### src/rtl/bus_arbiter.sv
// Fixed-priority arbiter for the shared backplane bus: one transaction in flight, registered capture.
// Optional ack timeout is compiled in with `define BUSARB_TIMEOUT_EN.
module bus_arbiter #(
  parameter int unsigned NREQ   = 4,
  parameter int unsigned TMOCNT = 255
) (
  input  logic                 clk,
  input  logic                 rst,
  input  logic [NREQ-1:0]      reqI,
  input  logic [36*NREQ-1:0]   addrI,
  input  logic [36*NREQ-1:0]   dataI,
  output logic [NREQ-1:0]      ackO,
  output logic [35:0]          dataO,
  output logic                 busREQO,
  input  logic                 busACKI,
  output logic [35:0]          busADDRO,
  output logic [35:0]          busDATAO,
  input  logic [35:0]          busDATAI,
  output logic [NREQ-1:0]      grantO,
  output logic                 busyO,
  output logic                 tmoO
);

  if (NREQ == 0 || TMOCNT == 0) begin : gParamCheck
    $error("bus_arbiter: NREQ and TMOCNT must be nonzero");
  end

  typedef enum logic [1:0] {
    StIdle,
    StGrant,
    StWait,
    StRelease
  } stateT;

  stateT stateQ, stateD;

  logic [NREQ-1:0] grantQ;
  logic [35:0]     busAddrQ;
  logic [35:0]     busDataQ;
  logic [35:0]     rdDataQ;
  logic            tmoFlagQ;

  logic [NREQ-1:0] pickOneHot;
  logic [35:0]     pickAddr;
  logic [35:0]     pickData;
  logic            tmoHit;

  // Lowest set bit wins: index 0 has the highest priority.
  assign pickOneHot = reqI & (~reqI + NREQ'(1));

  always_comb begin
    pickAddr = '0;
    pickData = '0;
    for (int i = 0; i < NREQ; i++) begin
      if (pickOneHot[i]) begin
        pickAddr = addrI[36*i +: 36];
        pickData = dataI[36*i +: 36];
      end
    end
  end

`ifdef BUSARB_TIMEOUT_EN
  localparam int unsigned CntW = ($clog2(TMOCNT + 1) > 8) ? $clog2(TMOCNT + 1) : 8;

  logic [CntW-1:0] tmoCntQ;

  always_ff @(posedge clk) begin
    if (!rst) begin
      tmoCntQ <= '0;
    end else if (stateQ == StIdle) begin
      tmoCntQ <= '0;
    end else if (stateQ == StGrant || stateQ == StWait) begin
      tmoCntQ <= tmoCntQ + CntW'(1);
    end
  end

  assign tmoHit = (tmoCntQ == CntW'(TMOCNT));
`else
  assign tmoHit = 1'b0;
`endif

  // State register.
  always_ff @(posedge clk) begin
    if (!rst) begin
      stateQ <= StIdle;
    end else begin
      stateQ <= stateD;
    end
  end

  // Next-state logic.
  always_comb begin
    stateD = stateQ;
    unique case (stateQ)
      StIdle: begin
        if (|reqI) stateD = StGrant;
      end
      StGrant, StWait: begin
        // A real ack on the same edge as the timeout takes precedence.
        if (busACKI || tmoHit) stateD = StRelease;
        else                   stateD = StWait;
      end
      StRelease: stateD = StIdle;
      default:   stateD = StIdle;
    endcase
  end

  // Transaction datapath: grant, captured address/data and returned read data.
  always_ff @(posedge clk) begin
    if (!rst) begin
      grantQ   <= '0;
      busAddrQ <= '0;
      busDataQ <= '0;
      rdDataQ  <= '0;
      tmoFlagQ <= 1'b0;
    end else begin
      unique case (stateQ)
        StIdle: begin
          if (|reqI) begin
            grantQ   <= pickOneHot;
            busAddrQ <= pickAddr;
            busDataQ <= pickData;
            tmoFlagQ <= 1'b0;
          end
        end
        StGrant, StWait: begin
          if (busACKI) begin
            rdDataQ  <= busDATAI;
            tmoFlagQ <= 1'b0;
          end else if (tmoHit) begin
            rdDataQ  <= '0;
            tmoFlagQ <= 1'b1;
          end
        end
        StRelease: begin
          grantQ   <= '0;
          tmoFlagQ <= 1'b0;
        end
        default: grantQ <= '0;
      endcase
    end
  end

  // Outputs.
  always_comb begin
    busREQO  = (stateQ == StGrant);
    busyO    = (stateQ != StIdle);
    ackO     = (stateQ == StRelease) ? grantQ : '0;
    tmoO     = (stateQ == StRelease) && tmoFlagQ;
    grantO   = grantQ;
    busADDRO = busAddrQ;
    busDATAO = busDataQ;
    dataO    = rdDataQ;
  end

endmodule

### config.mk
export PLATFORM = sky130hd
export DESIGN_NAME = bus_arbiter
export DESIGN_NICKNAME = d
export VERILOG_FILES = /design/src/rtl/bus_arbiter.sv
export SDC_FILE = /design/constraint.sdc
export NUM_CORES = 1
export LEC_CHECK = 0
export ABC_AREA = 1
export CORE_AREA = 2 2 174 176
export DETAILED_ROUTE_END_ITERATION = 6
export DIE_AREA = 0 0 176 178
export GPL_ROUTABILITY_DRIVEN = 0
export PLACE_DENSITY = 0.56
export SKIP_CTS_REPAIR_TIMING = 1
export SLEW_MARGIN = 10
export SYNTH_ARGS = -nofsm -noshare
export SYNTH_HDL_FRONTEND = slang
export SYNTH_SLANG_ARGS = --single-unit
### constraint.sdc
create_clock -name clk -period 2.55 [get_ports clk]
set_input_delay 0.255 -clock clk [delete_from_list [all_inputs] [get_ports clk]]
set_output_delay 0.255 -clock clk [all_outputs]
set_load 0.01 [all_outputs]
# Yosys cells after proc, flatten, opt, wreduce, memory -nomap -nowiden
# Cells that the tools add are included.
[word_totals]
out_inout_bits = 119
input_bits = 331
register_bits = 115
word_cells = 41
[classes]
n_addsub = 1
n_reduce_logical = 10
bitwise_logic = 2
muxes = 17
n_eq_ne = 5
[op_table]
columns = ["cell", "n"]
rows = [
  ["2-to-1 mux 36 bit", 8],
  ["2-to-1 mux 4 bit", 2],
  ["case mux 4 bit (2 select lines)", 1],
  ["AND reduction 2 bit", 4],
  ["case mux 2 bit (3 select lines)", 1],
  ["adder 4 x 1 -> 4 bit, second input constant", 1],
  ["bitwise AND 4 bit", 1],
  ["equality test 2 bit, second input constant", 2],
  ["inequality test 2 bit, second input constant", 2],
  ["NOT 4 bit", 1],
  ["nonzero test 2 bit", 2],
  ["OR reduction 4 bit", 1],
  ["2-to-1 mux 1 bit", 3],
  ["case mux 1 bit (3 select lines)", 1],
  ["equality test 2 x 1 -> 1 bit, second input constant", 1],
  ["zero test 2 bit", 1],
  ["2-to-1 mux 2 bit", 1],
  ["OR reduction 2 bit", 1],
  ["logical AND 1 bit", 1],
]

# Logic depth before layout (Yosys ltp)
[depth]
depth_word = 7
depth_mapped = 10
mapped_depth_nobuf = 7

# Least setup slack after synthesis
# Ideal clock, no wire load.
[synth_path]
kind = "reg2reg"
start = "register stateQ[0]"
end = "register rdDataQ[25], in the netlist dataO[25]"
slack_ns = 1.101
t_arrival_ns = 1.384
path_stages_with_launch = 8
path_cell_list = "dfxtp_1 -> inv_1 -> ha_1 -> nand2_1 -> inv_2 -> clkbuf_1 -> nor2_1 -> nor2_1"
[synth_between]
elab_chain_len = 3
[synth_rtl]
columns = ["item", "line_no", "rtl"]
rows = [
  ["start, declared", "35", "stateT stateQ, stateD;"],
  ["start signal, assigned", "85", "stateQ <= StIdle;"],
  ["start signal, assigned", "87", "stateQ <= stateD;"],
  ["equality test 2 x 1 -> 1 bit / equality test 2 bit (equally long branches)", "117", "unique case (stateQ)"],
  ["OR reduction 2 bit *", "117", ""],
  ["AND reduction 2 bit (no source line) *", "n/a", ""],
  ["end signal, assigned", "128", "rdDataQ <= busDATAI;"],
  ["end, declared", "40", "logic [35:0] rdDataQ;"],
]
# Every way passes the cells marked *; elsewhere a longest branch is shown, timed or not.
# A chain may end at the register's enable or synchronous reset.

# Worst setup path after layout
[layout_path]
start = "register stateQ[0]"
end = "output ackO[2]"
[layout_between]
elab_chain_len = 2
[layout_rtl]
columns = ["item", "line_no", "rtl"]
rows = [
  ["equality test 2 bit", "148", "ackO = (stateQ == StRelease) ? grantQ : '0;"],
  ["2-to-1 mux 4 bit", "148", ""],
  ["end, declared", "12", "output logic [NREQ-1:0] ackO,"],
]
# Every way passes these cells.

==> results.cfg <==
[outcome]
outcome = finished clean

[hold_path]
hold_start = reqI[0]
min_to = grantO[0]
hold_path.class = in -> reg
min_path_cells = 3

[timing]
fin_tns_setup_ns = 0
setup_viol = 0
worstMarginPinSlew_ns = 0.6835
min_period_ns = 2.205
finClkSkew_ns = 0.01267
fmax_mhz = 453.4
min_period_over_period_pct = 86.48
relSlewSlack_pct = 54.43
final_hold_viol_count = 0
rsz0062_at_grt = no
slew_violations = 0

[routing]
first_iter_violations = 339
drtPass1Iterations = 6
avgViaCountPerCell = 4.210
drc_errors = 0
wirelength_um = 27830
drtAntennaViolNets = 0
vias = 7646
wl_per_cell_um = 15.33

[power]
ir_worst_vdd_mv = 0.4291
p_leak_uw = 0.004721
total_power_uw = 10360
powerDensity_mw_per_mm2 = 902.2

[clock_tree]
numCtsBuffers = 17
ctsRootBufferMaster = clkbuf_16
worstSkewPairLatency_ns = 0.41
path_clk_slew_ns = 0.06
clk_path_buf_depth = 2
cts_tree = built
cts.sinks = 114
cts_max_level = 4

[die]
initial_core_util_pct = 20.31
rows = 63
die_h_um = 178
chipWidth_um = 176
dieArea_mm2 = 0.03133
core_area_mm2 = 0.02940
ios = 450

[setup_path]
worstPathCellList = ha_1 -> nand2_1 -> inv_1 -> clkdlybuf4s50_1
critPathCaptureType = primary output
crit_slowest_cell = clkdlybuf4s50_1
critPathLaunchType = register
critPathArrivalTime_ns = 1.95
cp_data_required_time_ns = 2.30
crit_fanout = 7
crit_type = reg -> out
r2r_setup_slack_ns = 0.69
path_buf_inv = 2
crit_family = buffers and inverters
crit-reg2reg-launch = stateQ[0]
cpPeakStageDelay_ns = 0.56
rr_worst_depth = 8
path_depth = 4
reg2reg_to = busDATAO[19]

[final_layout]
drive_gt1_share_pct = 4.418
final_cells = 1816
final_core_utilization_pct = 39.05
area_growth_pct = 92.25
layout.nets = 1747
diodes = 0
regArea_mm2 = 0.002282
multi_input_area_mm2 = 0.003302
fillers = 3049

[global_routing]
grt_overflow = 0
grt_pass1_wl_um = 41160
grt_pass1_vias = 7565
grt_max_degree = 60
track_usage_pct = 17.15
antenna_found_initial = 1

[yosys]
synthSimpleGateAreaFrac_pct = 44.61
synth-xor-area-share_pct = 0
ys_seq_area_share_pct = 38.21
synthCells = 990
synth_top_family_by_area = simple AND/OR/NAND/NOR gates
yosysUniqueCellTypes = 22
ys_ff_latch = 114
synthesis.area_mm2 = 0.005972
yosys-mux-area-fraction_pct = 0
syn-num-nets = 1324
synth_compound_area_share_pct = 9.805
syn_avg_cell_area_um2 = 6.032
ys_warn_count = 0
synth_fa_ha_area_share_pct = 0.6285

[placed_design]
io_buffers = 448
dpl.hpwl_um = 21320
dp.cells = 1784

[run]
cap_violations = 0
[flip-flops by register name, summed over array words and instances, names as in the netlist]
name	flops
busADDRO	36
busDATAO	36
grantO	4
stateQ	2
dataO	36
[worst max path at each step]
stage                   endpoint       from  slack (ns)
finish                   ackO[2]  stateQ[0]        0.34
global route             ackO[2]  stateQ[0]        0.19
CTS                      ackO[2]  stateQ[0]        0.27
detailed placement  busDATAO[19]    reqI[1]        0.36
global placement     busADDRO[0]    reqI[1]        0.37
floorplan              dataO[25]  stateQ[0]        1.10
[report_power, final]
group | switching, uW | leakage [uW] | total [uW] | internal, uW
clock network | 999 | 0.000317 | 2670 | 1670
registers | 385 | 0.000943 | 2900 | 2520
logic | 2400 | 0.00346 | 4790 | 2380
[metal layers]
metal,vias up,GRT usage [%],wire (um)
li1,3970,-,-
met1,3343,18.80,11310
met2,296,31.40,13730
met3,35,5.499,2104
met4,2,5.441,678
met5,-,0,13
[per-stage QoR]
stage | hold slack (ns) | instance area (um2) | setup WS [ns]
after floorplan | 0.4038 | 5972 | 1.101
after global placement | 0.4620 | 10840 | 0.3719
after detailed placement | 0.4688 | 10840 | 0.3590
after CTS | 0.2532 | 11480 | 0.2653
after global routing | 0.2835 | 11480 | 0.1916
final | 0.2700 | 11480 | 0.3447
[synthesized netlist by cell type, drive strengths merged]
| library cell | n | area [um2] |
|---|---|---|
| nand2 | 367 | 1385 |
| nor2 | 219 | 832.1 |
| dfxtp | 114 | 2282 |
| o21ai | 108 | 540.5 |
| nand3 | 84 | 430.4 |
| buf | 41 | 241.5 |
| clkbuf | 23 | 86.33 |
| inv | 19 | 71.32 |
| a21oi | 9 | 45.04 |
| ha | 3 | 37.54 |
| conb | 1 | 3.750 |
| nand4 | 1 | 6.260 |
| nor3 | 1 | 10.01 |
[worst min-delay path: stages]
cell and delay [ns]:
buf_4 0.21, nand2_1 0.10, a21oi_1 0.05
[cells in the final DEF, fill, tap and decap left out]
master	netlist	routed
a21oi_1	9	9
buf_12	0	5
buf_4	7	17
bufinv_16	0	4
clkbuf_16	0	17
clkdlybuf4s50_1	0	446
clkinv_2	0	1
clkinv_4	0	2
conb_1	1	1
dfxtp_1	114	114
ha_1	3	3
inv_1	16	16
inv_2	3	2
inv_4	0	1
inv_6	0	6
inv_8	0	2
nand2_1	366	366
nand2_4	1	1
nand3_1	82	82
nand3_2	2	2
nand4_1	1	1
nor2_1	217	217
nor2_4	1	2
nor3_4	0	1
o21ai_0	77	77
o21ai_1	31	31
[cells by family (layout without fill, tap and decap cells)]
logic type                 count (synthesis)  in the layout
adders and majority gates                  3              3
AOI/OAI and AO/OA                        117            117
DFF                                      114            114
other                                      1              1
buffers and inverters                     83            519
and+or+nand+nor                          672            672
[area by class of cell]
type / count / area share, %
timing repair buffer: 468 / 40.87
multi-input combinational: 793 / 28.76
sequential: 114 / 19.88
tap: 390 / 4.250
clock buffer: 17 / 3.705
clock inverter: 15 / 1.896
inverter: 19 / 0.6430
Note: power is estimated with default switching activity, not from simulation.
==> edit 1 (same flow settings) <==
The option `BUSARB_TIMEOUT_EN` is turned on by a define.
--- a/src/rtl/bus_arbiter.sv
+++ b/src/rtl/bus_arbiter.sv
@@ -2,2 +2,4 @@
 // Optional ack timeout is compiled in with `define BUSARB_TIMEOUT_EN.
+`define BUSARB_TIMEOUT_EN
+
 module bus_arbiter #(
Function: same outputs for any inputs over 4 cycles, from zero or initial values and one cycle with rst low; that may be too few to reach the edited logic, so the function may still have changed.
==> edit 1 against the unedited design <==
Global-route usage increased by 0.76 points. Sequential cell count increased by 9. First-iteration DRC count increased by 23%. Wire length increased by 5.3%. Cell area decreased by 0.20%. Synthesized area increased by 0.17%. Power decreased by 25%. Final cell count decreased by 4.9%. Synthesized cell count decreased by 8.8%. Worst setup slack improved by 0.0025 ns. Sequential power decreased by 15%. Sequential share of layout area increased by 1.6 points.
==> edit 1: results <==
export IMPL_status="finished, final reports clean"
export IMPL_critPathCapture="ackO[0]"
export IMPL_grt_pass1_vias=7589
export IMPL_synth_common_cells="315 x nand2_1, 261 x a21oi_1, 123 x dfxtp_1"
export IMPL_worstMarginPinSlew_ns=0.5555
export IMPL_ys_types=24
export IMPL_io_buffer_count=449
export IMPL_syn_nets=1238
export IMPL_num_vias=7671
export IMPL_grt_max_degree=75
export IMPL_dp_hpwl_um=22040
export IMPL_synth_compound_area_frac=0.2819
export IMPL_synth_xor_area_frac=0.001464
export IMPL_grt_use_met2=0.3222
export IMPL_hold_slack_ns=0.2845
export IMPL_cts_root_buf="clkbuf_16"
export IMPL_synth_cells=903
export IMPL_numCtsBuffers=17
export IMPL_track_usage=0.1791
export IMPL_layout_setup_ws_ns=0.3471
export IMPL_gr_usage_met1=0.2089
export IMPL_vdd_drop_max_v=0.0003673
export IMPL_ys_async_sr_fraction=0
export IMPL_final_cell_count_no_fill=1727
export IMPL_slew_violations=0
export IMPL_synth_seq_area_share=0.4116
export IMPL_use_met3=0.04540
export IMPL_grt_pass1_wl_um=43090
export IMPL_htree_levels=4
export IMPL_wl_met2_um=14580
export IMPL_cp_max_fo=8
export IMPL_antenna_found_initial=2
export IMPL_hold_path_class="primary input to flip-flop"
export IMPL_synthAdderAreaFrac=0.008366
export IMPL_drive_gt1_frac=0.04195
export IMPL_reg2reg_to="grantO[1]$_SDFFE_PN0P_"
export IMPL_nNetsFinal=1657
export IMPL_drt_met1_wl_um=12050
export IMPL_leakage_nw=4.516
export IMPL_drt_iter0_markers=416
export IMPL_met3_length_um=2091
export IMPL_wl_um=29300
export IMPL_top_layer_used="met4"
export IMPL_post_place_ws_ns=0.5068
export IMPL_dp_cells=1693
export IMPL_cts_path_max_buffers=2
export IMPL_synth_area_leaders="dfxtp_1 41%, a21oi_1 22%, nand2_1 20%, o21ai_0 5.4%, buf_2 3.5%"
export IMPL_fill_cells=3042
export IMPL_crit_path_start="stateQ[0]$_SDFFE_PN0P_"
export IMPL_synth_mux_area_frac=0
export IMPL_dpl_cell_area_um2=10860
export IMPL_crit_arrival_ns=1.95
export IMPL_hold_violations=0
export IMPL_drtPass1Iterations=6
export IMPL_synthFlopType="dfxtp_1"
export IMPL_fin_worst_skew_ns=0.01247
export IMPL_clk_latency_ns=0.41
==> edit 1: worst max-delay path, cell delays in order, from the launching register on <==
cell and delay [ns]:
dfxtp_1 0.38, ha_1 0.38, nand2_1 0.15, inv_1 0.08
clkdlybuf4s50_1 0.56
==> edit 1: cell type report <==
class	instances	area (um2)	area share
multi-input cells	693	3142	0.2742
diodes	2	5.005	0.0004368
flip-flops and latches	123	2462	0.2149
inverters	22	82.58	0.007207
repair buffers	465	4682	0.4086
clock buffers	17	425.4	0.03713
well taps	390	488.0	0.04259
clock inverters	15	171.4	0.01496
==> edit 1: report_power, final <==
| group | leakage [nW] | switching (mW) | total, mW | internal (mW) |
|---|---|---|---|---|
| Combinational | 3.21 | 1.34 | 2.78 | 1.44 |
| Sequential | 1.01 | 0.188 | 2.47 | 2.29 |
| Clock | 0.291 | 1.08 | 2.48 | 1.40 |
==> edit 1: kinds of logic after synthesis <==
family / after synthesis
fa+ha+maj: 4
xor+xnor: 1
compound gates: 336
buf+inv: 87
flops: 123
simple gates: 352
==> edit 2 (same flow settings) <==
Made on the original files. Encoding of `stateT`: now one-hot (4 bits for 4 states).
--- a/src/rtl/bus_arbiter.sv
+++ b/src/rtl/bus_arbiter.sv
@@ -27,7 +27,7 @@
 
-  typedef enum logic [1:0] {
-    StIdle,
-    StGrant,
-    StWait,
-    StRelease
+  typedef enum logic [3:0] {
+    StIdle    = 4'b0001,
+    StGrant   = 4'b0010,
+    StWait    = 4'b0100,
+    StRelease = 4'b1000
   } stateT;
Function: no difference found for any inputs over 4 cycles, from zero or initial values and one cycle with rst low; so few cycles prove little.
==> edit 2 against the unedited design <==
Clock skew down 0.0016 ns. Worst setup slack better by 0.0077 ns. First-iteration DRC count fell by 26%. Die area is the same. Non-clock buffer count decreased by 8. Cell area down 0.78%. Sequential cell count rose by 2. Critical endpoint is now ackO[1]. Wire length decreased by 3.0%. Synthesized cell count is 0.71% higher. Highest routed layer is now met4. Sequential share of layout area increased by 0.51 points. Synthesized area rose by 0.31%.
Power is not compared: it rests on default switching activity, and its combinational part moved more than twofold at a synthesized area within 25%.
==> edit 2: results <==
export IMPL_drive_gt1_frac=0.03789
export IMPL_hold_start="rst"
export IMPL_nNetsFinal=1743
export IMPL_fin_worst_skew_ns=0.01109
export IMPL_clk_latency_ns=0.40
export IMPL_num_vias=7715
export IMPL_worstMarginPinSlew_ns=0.6060
export IMPL_finalPower_mw=6.937
export IMPL_ff2ff_setup_slack_ns=0.75
export IMPL_drtPass1Iterations=6
export IMPL_synth_compound_area_frac=0.09482
export IMPL_crit_path_start="stateQ[1]$_SDFFE_PN0P_"
export IMPL_grt_pass1_wl_um=40390
export IMPL_synthAdderAreaFrac=0
export IMPL_synth_seq_area_share=0.3876
export IMPL_hold_path_class="primary input to flip-flop"
export IMPL_cp_max_fo=4
export IMPL_grt_pass1_vias=7558
export IMPL_synth_avg_cell_area_um2=6.009
export IMPL_wl_per_cell_um=14.88
export IMPL_viasPerCell=4.251
export IMPL_syn_nets=1328
export IMPL_synth_common_cells="378 x nand2_1, 228 x nor2_1, 116 x dfxtp_1"
export IMPL_numCtsBuffers=17
export IMPL_synth_area_leaders="dfxtp_1 39%, nand2_1 24%, nor2_1 14%, o21ai_0 8.9%, nand3_1 6.3%"
export IMPL_clk_pin_slew_ns=0.06
export IMPL_track_usage=0.1645
export IMPL_synth_xor_area_frac=0
export IMPL_hold_slack_ns=0.2500
export IMPL_dpl_cell_area_um2=10780
export IMPL_antenna_found_initial=0
export IMPL_status="finished, final reports clean"
export IMPL_grt_overflow=0
export IMPL_ys_types=22
export IMPL_leakage_nw=4.573
export IMPL_hold_path_endpoint="stateQ[0]$_SDFFE_PN1P_"
export IMPL_yosysWarningCount=0
export IMPL_dp_cells=1783
export IMPL_grt_max_degree=75
export IMPL_post_place_ws_ns=0.5090
export IMPL_hold_depth=2
export IMPL_dp_hpwl_um=20180
export IMPL_reg2reg_to="dataO[4]$_SDFFE_PN0P_"
export IMPL_drt_iter0_markers=250
[edit 2: cell count changes after synthesis, sizes merged, moves of 3 or more]
cell | before | now
buf | 41 | 26
ha | 3 | 0
inv | 19 | 14
nand3 | 84 | 76
clkbuf | 23 | 38
nand2 | 367 | 379
nor2 | 219 | 231
a21oi | 9 | 4
[edit 2: worst max-delay path by stage]
stage | end | slack (ns) | cells past startpoint
6_report | ackO[1] | 0.35 | 4
4_1_cts | ackO[1] | 0.32 | 4
3_3_place_gp | busADDRO[13]$_SDFFE_PN0P_ | 0.53 | 8
3_5_place_dp | busADDRO[11]$_SDFFE_PN0P_ | 0.51 | 8
2_1_floorplan | busADDRO[0]$_SDFFE_PN0P_ | 1.19 | 8
5_1_grt | ackO[1] | 0.27 | 4
[edit 2: area by class of cell]
class / instances / area, um2
Multi-Input combinational cell: 803 / 3298
Fill cell: 3084 / 18010
Tap cell: 390 / 488.0
Clock buffer: 18 / 439.2
Clock inverter: 14 / 176.4
Timing Repair Buffer: 460 / 4614
Sequential cell: 116 / 2322
Inverter: 14 / 52.55
[edit 2: cells by family (layout without fill, tap and decap cells)]
| group | Yosys count | in the layout |
|---|---|---|
| other cells | 1 | 1 |
| buf+inv | 78 | 506 |
| flops | 116 | 116 |
| simple gates | 689 | 689 |
| compound gates | 113 | 113 |
[edit 2: critical path, cell delays in order, from the launching register on]
cell,delay (ns)
dfxtp_1,0.33
nor2_1,0.15
nand3_1,0.17
nor2_1,0.29
clkdlybuf4s50_1,0.61
[edit 2: routing by layer]
metal,vias to the layer above,part of all wire,global-route usage,routed length (um)
li1,3958,-,-,-
met1,3405,0.41,0.1853,10960
met2,323,0.49,0.2999,13350
met3,29,0.080,0.05051,2170
met4,0,0.019,0.04511,524
met5,-,0,0,0
